==> src/rtl/shared_reg_rr_arbiter_if.sv <==
// shared_reg_rr_arbiter_if: requester-side bus of the shared register arbiter
interface shared_reg_rr_arbiter_if #(
  parameter int N = 4,
  parameter int W = 8
);
  localparam int IW = $clog2(N);
  logic [N-1:0]   req;
  logic [N*W-1:0] din;
  logic [N-1:0]   gnt;
  logic [N-1:0]   ack;
  logic [W-1:0]   q;
  logic           q_valid;
  logic [IW-1:0]  owner;
  logic           busy;
  modport master (output req, din, input gnt, ack, q, q_valid, owner, busy);
  modport slave  (input req, din, output gnt, ack, q, q_valid, owner, busy);
endinterface

==> src/rtl/shared_reg_rr_arbiter.sv <==
// shared_reg_rr_arbiter: round-robin write sequencer for one shared register
module shared_reg_rr_arbiter #(
  parameter int N = 4,
  parameter int W = 8
) (
  input  logic clk,
  input  logic rst,
  shared_reg_rr_arbiter_if.slave bus
);
  localparam int IW = $clog2(N);
  typedef enum logic {IDLE, GRANT} state_t;
  state_t        state_q, state_d;
  logic [IW-1:0] ptr_q, ptr_d, sel_q, sel_d, owner_q, owner_d, win;
  logic [N-1:0]  gnt_q, gnt_d, ack_q, ack_d;
  logic [W-1:0]  q_q, q_d;
  logic          q_valid_q, q_valid_d;
  // descending scan so the candidate closest to ptr is assigned last and wins
  always_comb begin
    win = '0;
    for (int k = N - 1; k >= 0; k--)
      if (bus.req[(int'(ptr_q) + k) % N]) win = IW'((int'(ptr_q) + k) % N);
  end
  always_ff @(posedge clk or posedge rst) begin
    if (rst) begin
      state_q   <= IDLE;
      ptr_q     <= '0;
      sel_q     <= '0;
      gnt_q     <= '0;
      ack_q     <= '0;
      q_q       <= '0;
      q_valid_q <= 1'b0;
      owner_q   <= '0;
    end else begin
      state_q   <= state_d;
      ptr_q     <= ptr_d;
      sel_q     <= sel_d;
      gnt_q     <= gnt_d;
      ack_q     <= ack_d;
      q_q       <= q_d;
      q_valid_q <= q_valid_d;
      owner_q   <= owner_d;
    end
  end
  always_comb begin
    state_d   = state_q;
    ptr_d     = ptr_q;
    sel_d     = sel_q;
    gnt_d     = '0;
    ack_d     = '0;
    q_d       = q_q;
    q_valid_d = q_valid_q;
    owner_d   = owner_q;
    if (state_q == IDLE) begin
      if (|bus.req) begin
        state_d = GRANT;
        sel_d   = win;
        gnt_d   = N'(1) << win;
      end
    end else begin
      state_d = IDLE;
      if (bus.req[sel_q]) begin
        q_d       = bus.din[sel_q*W +: W];
        owner_d   = sel_q;
        q_valid_d = 1'b1;
        ack_d     = N'(1) << sel_q;
        ptr_d     = (sel_q == IW'(N - 1)) ? '0 : sel_q + 1'b1;
      end
    end
  end
  always_comb begin
    bus.gnt     = gnt_q;
    bus.ack     = ack_q;
    bus.q       = q_q;
    bus.q_valid = q_valid_q;
    bus.owner   = owner_q;
    bus.busy    = state_q == GRANT;
  end
endmodule

==> src/flat_wrapper.sv <==
// flat-port wrapper written by rule: the top's interface ports become plain ports
module shared_reg_rr_arbiter_flat 
#(
  parameter int N = 4,
  parameter int W = 8
)
  (clk, rst, bus_req, bus_din, bus_gnt, bus_ack, bus_q, bus_q_valid, bus_owner, bus_busy);
  shared_reg_rr_arbiter_if #(.N(N), .W(W)) bus_i ();
  input  logic clk;
  input  logic rst;
  input wire logic [$bits(bus_i.req)-1:0] bus_req;
  input wire logic [$bits(bus_i.din)-1:0] bus_din;
  output wire logic [$bits(bus_i.gnt)-1:0] bus_gnt;
  output wire logic [$bits(bus_i.ack)-1:0] bus_ack;
  output wire logic [$bits(bus_i.q)-1:0] bus_q;
  output wire logic [$bits(bus_i.q_valid)-1:0] bus_q_valid;
  output wire logic [$bits(bus_i.owner)-1:0] bus_owner;
  output wire logic [$bits(bus_i.busy)-1:0] bus_busy;
  assign bus_i.req = bus_req;
  assign bus_i.din = bus_din;
  assign bus_gnt = bus_i.gnt;
  assign bus_ack = bus_i.ack;
  assign bus_q = bus_i.q;
  assign bus_q_valid = bus_i.q_valid;
  assign bus_owner = bus_i.owner;
  assign bus_busy = bus_i.busy;
  shared_reg_rr_arbiter #(.N(N), .W(W)) u_core (.clk(clk), .rst(rst), .bus(bus_i));
endmodule
==> config.mk <==
export PLATFORM = sky130hd
export DESIGN_NAME = shared_reg_rr_arbiter_flat
export DESIGN_NICKNAME = d
export VERILOG_FILES = /design/src/rtl/shared_reg_rr_arbiter_if.sv /design/src/rtl/shared_reg_rr_arbiter.sv /design/src/flat_wrapper.sv
export SDC_FILE = /design/constraint.sdc
export NUM_CORES = 1
export LEC_CHECK = 0
export BUFFER_PORTS_ARGS = -buffer_cell sky130_fd_sc_hd__buf_4
export CAP_MARGIN = 10
export CORE_UTILIZATION = 41
export CTS_CLUSTER_DIAMETER = 120
export DETAILED_ROUTE_END_ITERATION = 8
export PLACE_DENSITY = 0.73
export SETUP_SLACK_MARGIN = 0.15
export SLEW_MARGIN = 10
export SYNTH_ARGS = -nofsm -noshare
export SYNTH_HDL_FRONTEND = slang
export SYNTH_SLANG_ARGS = --single-unit
export TNS_END_PERCENT = 5
==> constraint.sdc <==
create_clock -name clk -period 1.6 [get_ports clk]
set_clock_uncertainty 0.1 [all_clocks]
set_input_delay 0.08 -clock clk [delete_from_list [all_inputs] [get_ports clk]]
set_output_delay 0.08 -clock clk [all_outputs]
set_load 0.05 [all_outputs]
# After elaboration in Yosys (flattened, before gate mapping)
# Index checks and enable logic that the tools add are counted.
# totals
reg_bits,24
output_inout_bits,20
# classes
n_addsub,4
n_lt_le_gt_ge,5
n_eq_ne,1
shifts,3
n_mux,24
bitwise_logic,4
reduce_logical,6
# ops
cell,n
$shiftx 32x6->8,1
$mux 4,4
$lt 3x4->1 const B,3
$bmux 1 s2,5
$mux 1,10
$mux 2,5
$shl 1x2->4 const A,2
$lt 2x3->1 const B,2
$reduce_or 2->1,3
$add 2x1->2 const B,2
$add 2x2->2 const B,2
$reduce_and 2->1,2
$reduce_or 4->1,1
$and 1x1->1 const A,3
$eq 2x2->1 const B,1
$not 1->1,1

# Depth between registers and ports, before layout
# logic_depth
ltp_word,13
mapped_depth,6

# Worst setup path before layout
# No wires, ideal clock.
# synth_path
kind,reg2reg
start,"register u_core.state_q, in the netlist u_core.bus.busy"
end,"register u_core.owner_q[0], in the netlist u_core.bus.owner[0]"
setup_ns,0.125
t_arrival_ns,1.477
required_ns,1.375
path_slack_ns,-0.102
path_stages_with_launch,5
n_path_buf,1
path_cell_list,dfrtp_1 -> nand3_2 -> nand2_4 -> buf_6 -> mux2_4
# synth_via
elab_chain_cells,1
# synth_rtl
element,line,source
from (decl),shared_reg_rr_arbiter.sv:12,"state_t state_q, state_d;"
from (signal assigned),shared_reg_rr_arbiter.sv:34,state_q <= state_d;
$reduce_and 2->1 (no source line),-,
to (signal assigned),shared_reg_rr_arbiter.sv:41,owner_q <= owner_d;
to (decl),shared_reg_rr_arbiter.sv:13,"logic [IW-1:0] ptr_q, ptr_d, sel_q, sel_d, owner_q, owner_d, win;"
# No other way between the ends.
# A chain may end at the register's enable or synchronous reset.

# Worst setup path after layout
# layout_path
start,register u_core.sel_q[0]
end,"register u_core.q_q[3], in the netlist u_core.bus.q[3]"
# layout_via
elab_chain_cells,3
word_cells_on_any_way,4
# layout_rtl
element,line,source
from (decl),shared_reg_rr_arbiter.sv:13,
from (signal assigned),shared_reg_rr_arbiter.sv:36,sel_q <= sel_d;
branches (longest 3 deep; another with $shiftx 32x6->8),-,
to (signal assigned),shared_reg_rr_arbiter.sv:39,q_q <= q_d;
to (decl),shared_reg_rr_arbiter.sv:15,"logic [W-1:0] q_q, q_d;"
# Several ways; the timed one is not identified. The select of a mux whose other input is x is not followed.

==> reports/metrics.csv <==
stage,metric,value,unit
floorplan,row_count,19,
run_status,status,finished with violations,
worst_hold_path,whs_endpoint,u_core.bus.gnt[1],
floorplan,core-area,2810,um^2
clocking,cts_max_path_buffers,2,
routing,routed_wirelength,2.80,mm
synthesis,yosys-mux-area-fraction,29.8,%
setup_path,rrSetupSlack,-0.04,ns
setup_path,critical_path_class,register to register,
synthesis,syn_area,1240,um^2
synthesis,synth-adder-area-share,4.03,%
timing,slew_viol_final,0,
setup_path,cp_cell_sequence,buf_12 > mux4_2 > mux2_4,
timing,period_share,102,%
clocking,clock_latency,0.32,ns
place,dpl.hpwl,2.00,mm
setup_path,path_max_fanout,6,
routing,firstDrtPassIters,6,
place,placed_cells,175,
layout,area_delta_synth_final,50.7,%
floorplan,dieArea,3250,um^2
grt,grtUsageMet2,32.6,%
grt,use_met1,22.8,%
synthesis,synth_seq_cells,24,
setup_path,critPathTopFamily,multiplexers,
clocking,cts.htree.levels,1,
place,port-buffer-count,57,
synthesis,synth_nets,127,
synthesis,syn_avg_cell_area,14.6,um^2
routing,drt_iter0_markers,20,
timing,finalWorstSetupSlack,-0.0394,ns
worst_hold_path,hold_depth,3,
synthesis,synth-async-reset-ratio,100,%
synthesis,synth_cell_types,27,
clocking,clkSlewWorstSetupHoldPaths,0.14,ns
routing,avgViaCountPerCell,5.35,
layout,drive_above_1_share,63.6,%
synthesis,yosysMostFrequentCell,dfrtp_1,
floorplan,die-width,57.1,um
synthesis,yosys.area_share.simple,11.9,%
grt,busiest_layer,met2,
grt,grt_max_degree,25,
routing,vias,973,
layout,final_cell_count_no_fill,182,
worst_hold_path,holdCritStartpoint,bus_req[3],
timing,setup_tns,-0.0631,ns
routing,remaining_drc_errors,6,
grt,grt_overflow,0,
run_status,violations,"DRC, setup timing",
setup_path,cpMaxStageDelayCell,mux4_2,
clocking,clock-root-buffer,clkbuf_4,
timing,worstMarginPinSlew,0.471,ns
floorplan,start_util,44.3,%
synthesis,synth-xor-area-share,0,%
layout,fin_nets,194,
timing,hold_viol_final,0,
job,cap_violations,0,
synthesis,synth_top_family_by_area,multiplexers,
grt,antenna_found_initial,0,
routing,ant_nets,0,
layout,fin_area,1870,um^2
place,gp_congestion,0.722,
grt,grt_pass1_wl,4.66,mm
timing,max_freq,610,MHz
floorplan,io_pins,58,
clocking,clock_sinks,24,
layout,num_antenna_cells,0,
timing,maxSlewHeadroom,68.5,%
setup_path,rr_worst_depth,3,
setup_path,critPathArrivalTime,1.76,ns
synthesis,yosysTopAreaCell,dfrtp_1,
grt,grt_pass1_vias,1022,
synthesis,synth_commonest_cells,"dfrtp_1 (24), mux2_2 (5), mux2_4 (5)",
synthesis,synth_area_leaders,"dfrtp_1 (48%), mux4_1 (8.5%), mux4_2 (7.3%), mux2_4 (6.0%), mux2_2 (4.5%)",
synthesis,syn_inst,85,
setup_path,critPathLaunchType,register,
synthesis,synth_edf_count,0,
timing,finalCriticalPeriod,1.64,ns
timing,setup_viol,5,
synthesis,yosysTopAreaCellShare,48.3,%
power,vdd_drop_max,1.04,mV
grt,grtUsageMet3,1.36,%
layout,nFillCells,204,
grt,track_usage,19.0,%
layout,fin_util,66.7,%
setup_path,r2r_start,u_core.sel_q[0],
synthesis,synth_compound_area_share,3.12,%
setup_path,cp.required,1.72,ns
setup_path,max_stage_delay,0.51,ns
floorplan,die_h,57.1,um
synthesis,synth_ff_type,dfrtp_1,
clocking,cts_tree,yes,
worst_hold_path,hold_path_class,primary input to register,
routing,wl_per_cell,15.4,um
setup_path,cp.buffers_inverters,1,
place,placed_cell_area,1740,um^2
clocking,cts_made_buffers,3,
setup_path,timing.rr.end,u_core.bus.q[3],
synthesis,ys_seq_area_share,48.3,%
power,p_leak,0.918,nW
setup_path,end_kind,register,
timing,rsz0062_at_grt,yes,
power,power_density,2000,nW/um^2
synthesis,yosysWarnings,0,
[per-layer routing]
metal  up-vias  part of all wire, %
li1        448                    -
met1       483                   39
met2        36                   55
met3         6                  3.9
met4         0                  1.6
met5         -                    0
[power by group]
part	switching, mW	total, mW	internal [mW]
clock	0.188	0.442	0.253
combinational	1.24	2.26	1.02
sequential	0.188	1.03	0.847
total	1.62	3.74	2.12
[worst register-to-register path: stages (launching register included)]
cell     delay (ns)
dfrtp_2        0.50
buf_12         0.16
mux4_2         0.52
mux2_4         0.28
[layout make-up]
class | instances | area [um^2] | area share (%)
Multi-Input combinational cell | 56 | 671 | 35.8
Clock buffer | 3 | 22.5 | 1.20
Sequential cell | 24 | 603 | 32.2
Timing Repair Buffer | 64 | 495 | 26.5
Tap cell | 31 | 38.8 | 2.07
Clock inverter | 1 | 30.0 | 1.60
Inverter | 3 | 11.3 | 0.602
[placed cells by master, fill, tap and decap left out]
cell,instances
nand2_8,1
mux4_1,1
nor2_1,3
nor4_1,1
nor2b_1,3
nor3_1,3
buf_12,1
dfrtp_2,2
bufinv_16,1
nand2_4,1
dfrtp_1,22
dlygate4sd3_1,1
clkbuf_4,3
o32a_1,1
nand2_1,2
mux2i_1,1
and3_1,2
mux2_4,12
ha_1,4
buf_4,62
inv_1,3
a21boi_0,1
nand3_4,2
o32ai_1,1
or2_1,1
nor2b_2,1
mux2_2,1
o22ai_1,1
and2_1,4
nor3b_2,1
o22ai_2,1
mux4_2,7
[worst max path at each step]
stage                               start             endpoint  slack, ns  depth (start not counted)
after floorplan           u_core.sel_q[0]  u_core.bus.owner[0]       0.03                          5
after global placement    u_core.sel_q[0]      u_core.bus.q[0]       0.02                          3
final                     u_core.sel_q[0]      u_core.bus.q[3]      -0.04                          3
after global routing      u_core.sel_q[0]      u_core.bus.q[3]      -0.07                          3
after detailed placement  u_core.sel_q[0]      u_core.bus.q[2]      -0.02                          3
after CTS                 u_core.sel_q[0]      u_core.bus.q[2]     -0.005                          3
[sequential cells by signal, indices dropped and copies added, names as in the netlist]
register,cells
u_core.bus.ack,4
u_core.bus.busy,1
u_core.bus.gnt,4
u_core.bus.owner,2
u_core.bus.q,8
u_core.bus.q_valid,1
u_core.ptr_q,2
u_core.sel_q,2
[stage by stage]
| step | worst slack (ns) | power, mW | hold WS (ns) |
|---|---|---|---|
| after floorplan | 0.0285 | 2.52 | -0.00552 |
| after detailed placement | -0.0210 | 3.12 | 0.0513 |
| after global routing | -0.0706 | 3.92 | 0.0511 |
| after CTS | -0.00491 | 3.71 | 0.0215 |
| final | -0.0394 | 3.74 | 0.0483 |
| after global placement | 0.0183 | 3.07 | 0.0421 |
[cells by family (layout without fill, tap and decap cells)]
| family | Yosys count | count (layout) |
|---|---|---|
| compound gates | 5 | 5 |
| fa+ha+maj | 4 | 4 |
| buf+inv | 6 | 71 |
| flops | 24 | 24 |
| mux | 22 | 22 |
| simple gates | 24 | 25 |
[repair_timing]
action	4_1_cts	5_1_grt
endpoints found under the hold margin	24	0
pin swaps	4	0
gates resized for setup	7	3
buffers inserted	1	0
setup endpoints to repair	16	21
cloned	1	0
hold buffers	1	0
No activity file was read; power rests on OpenSTA's default activity.
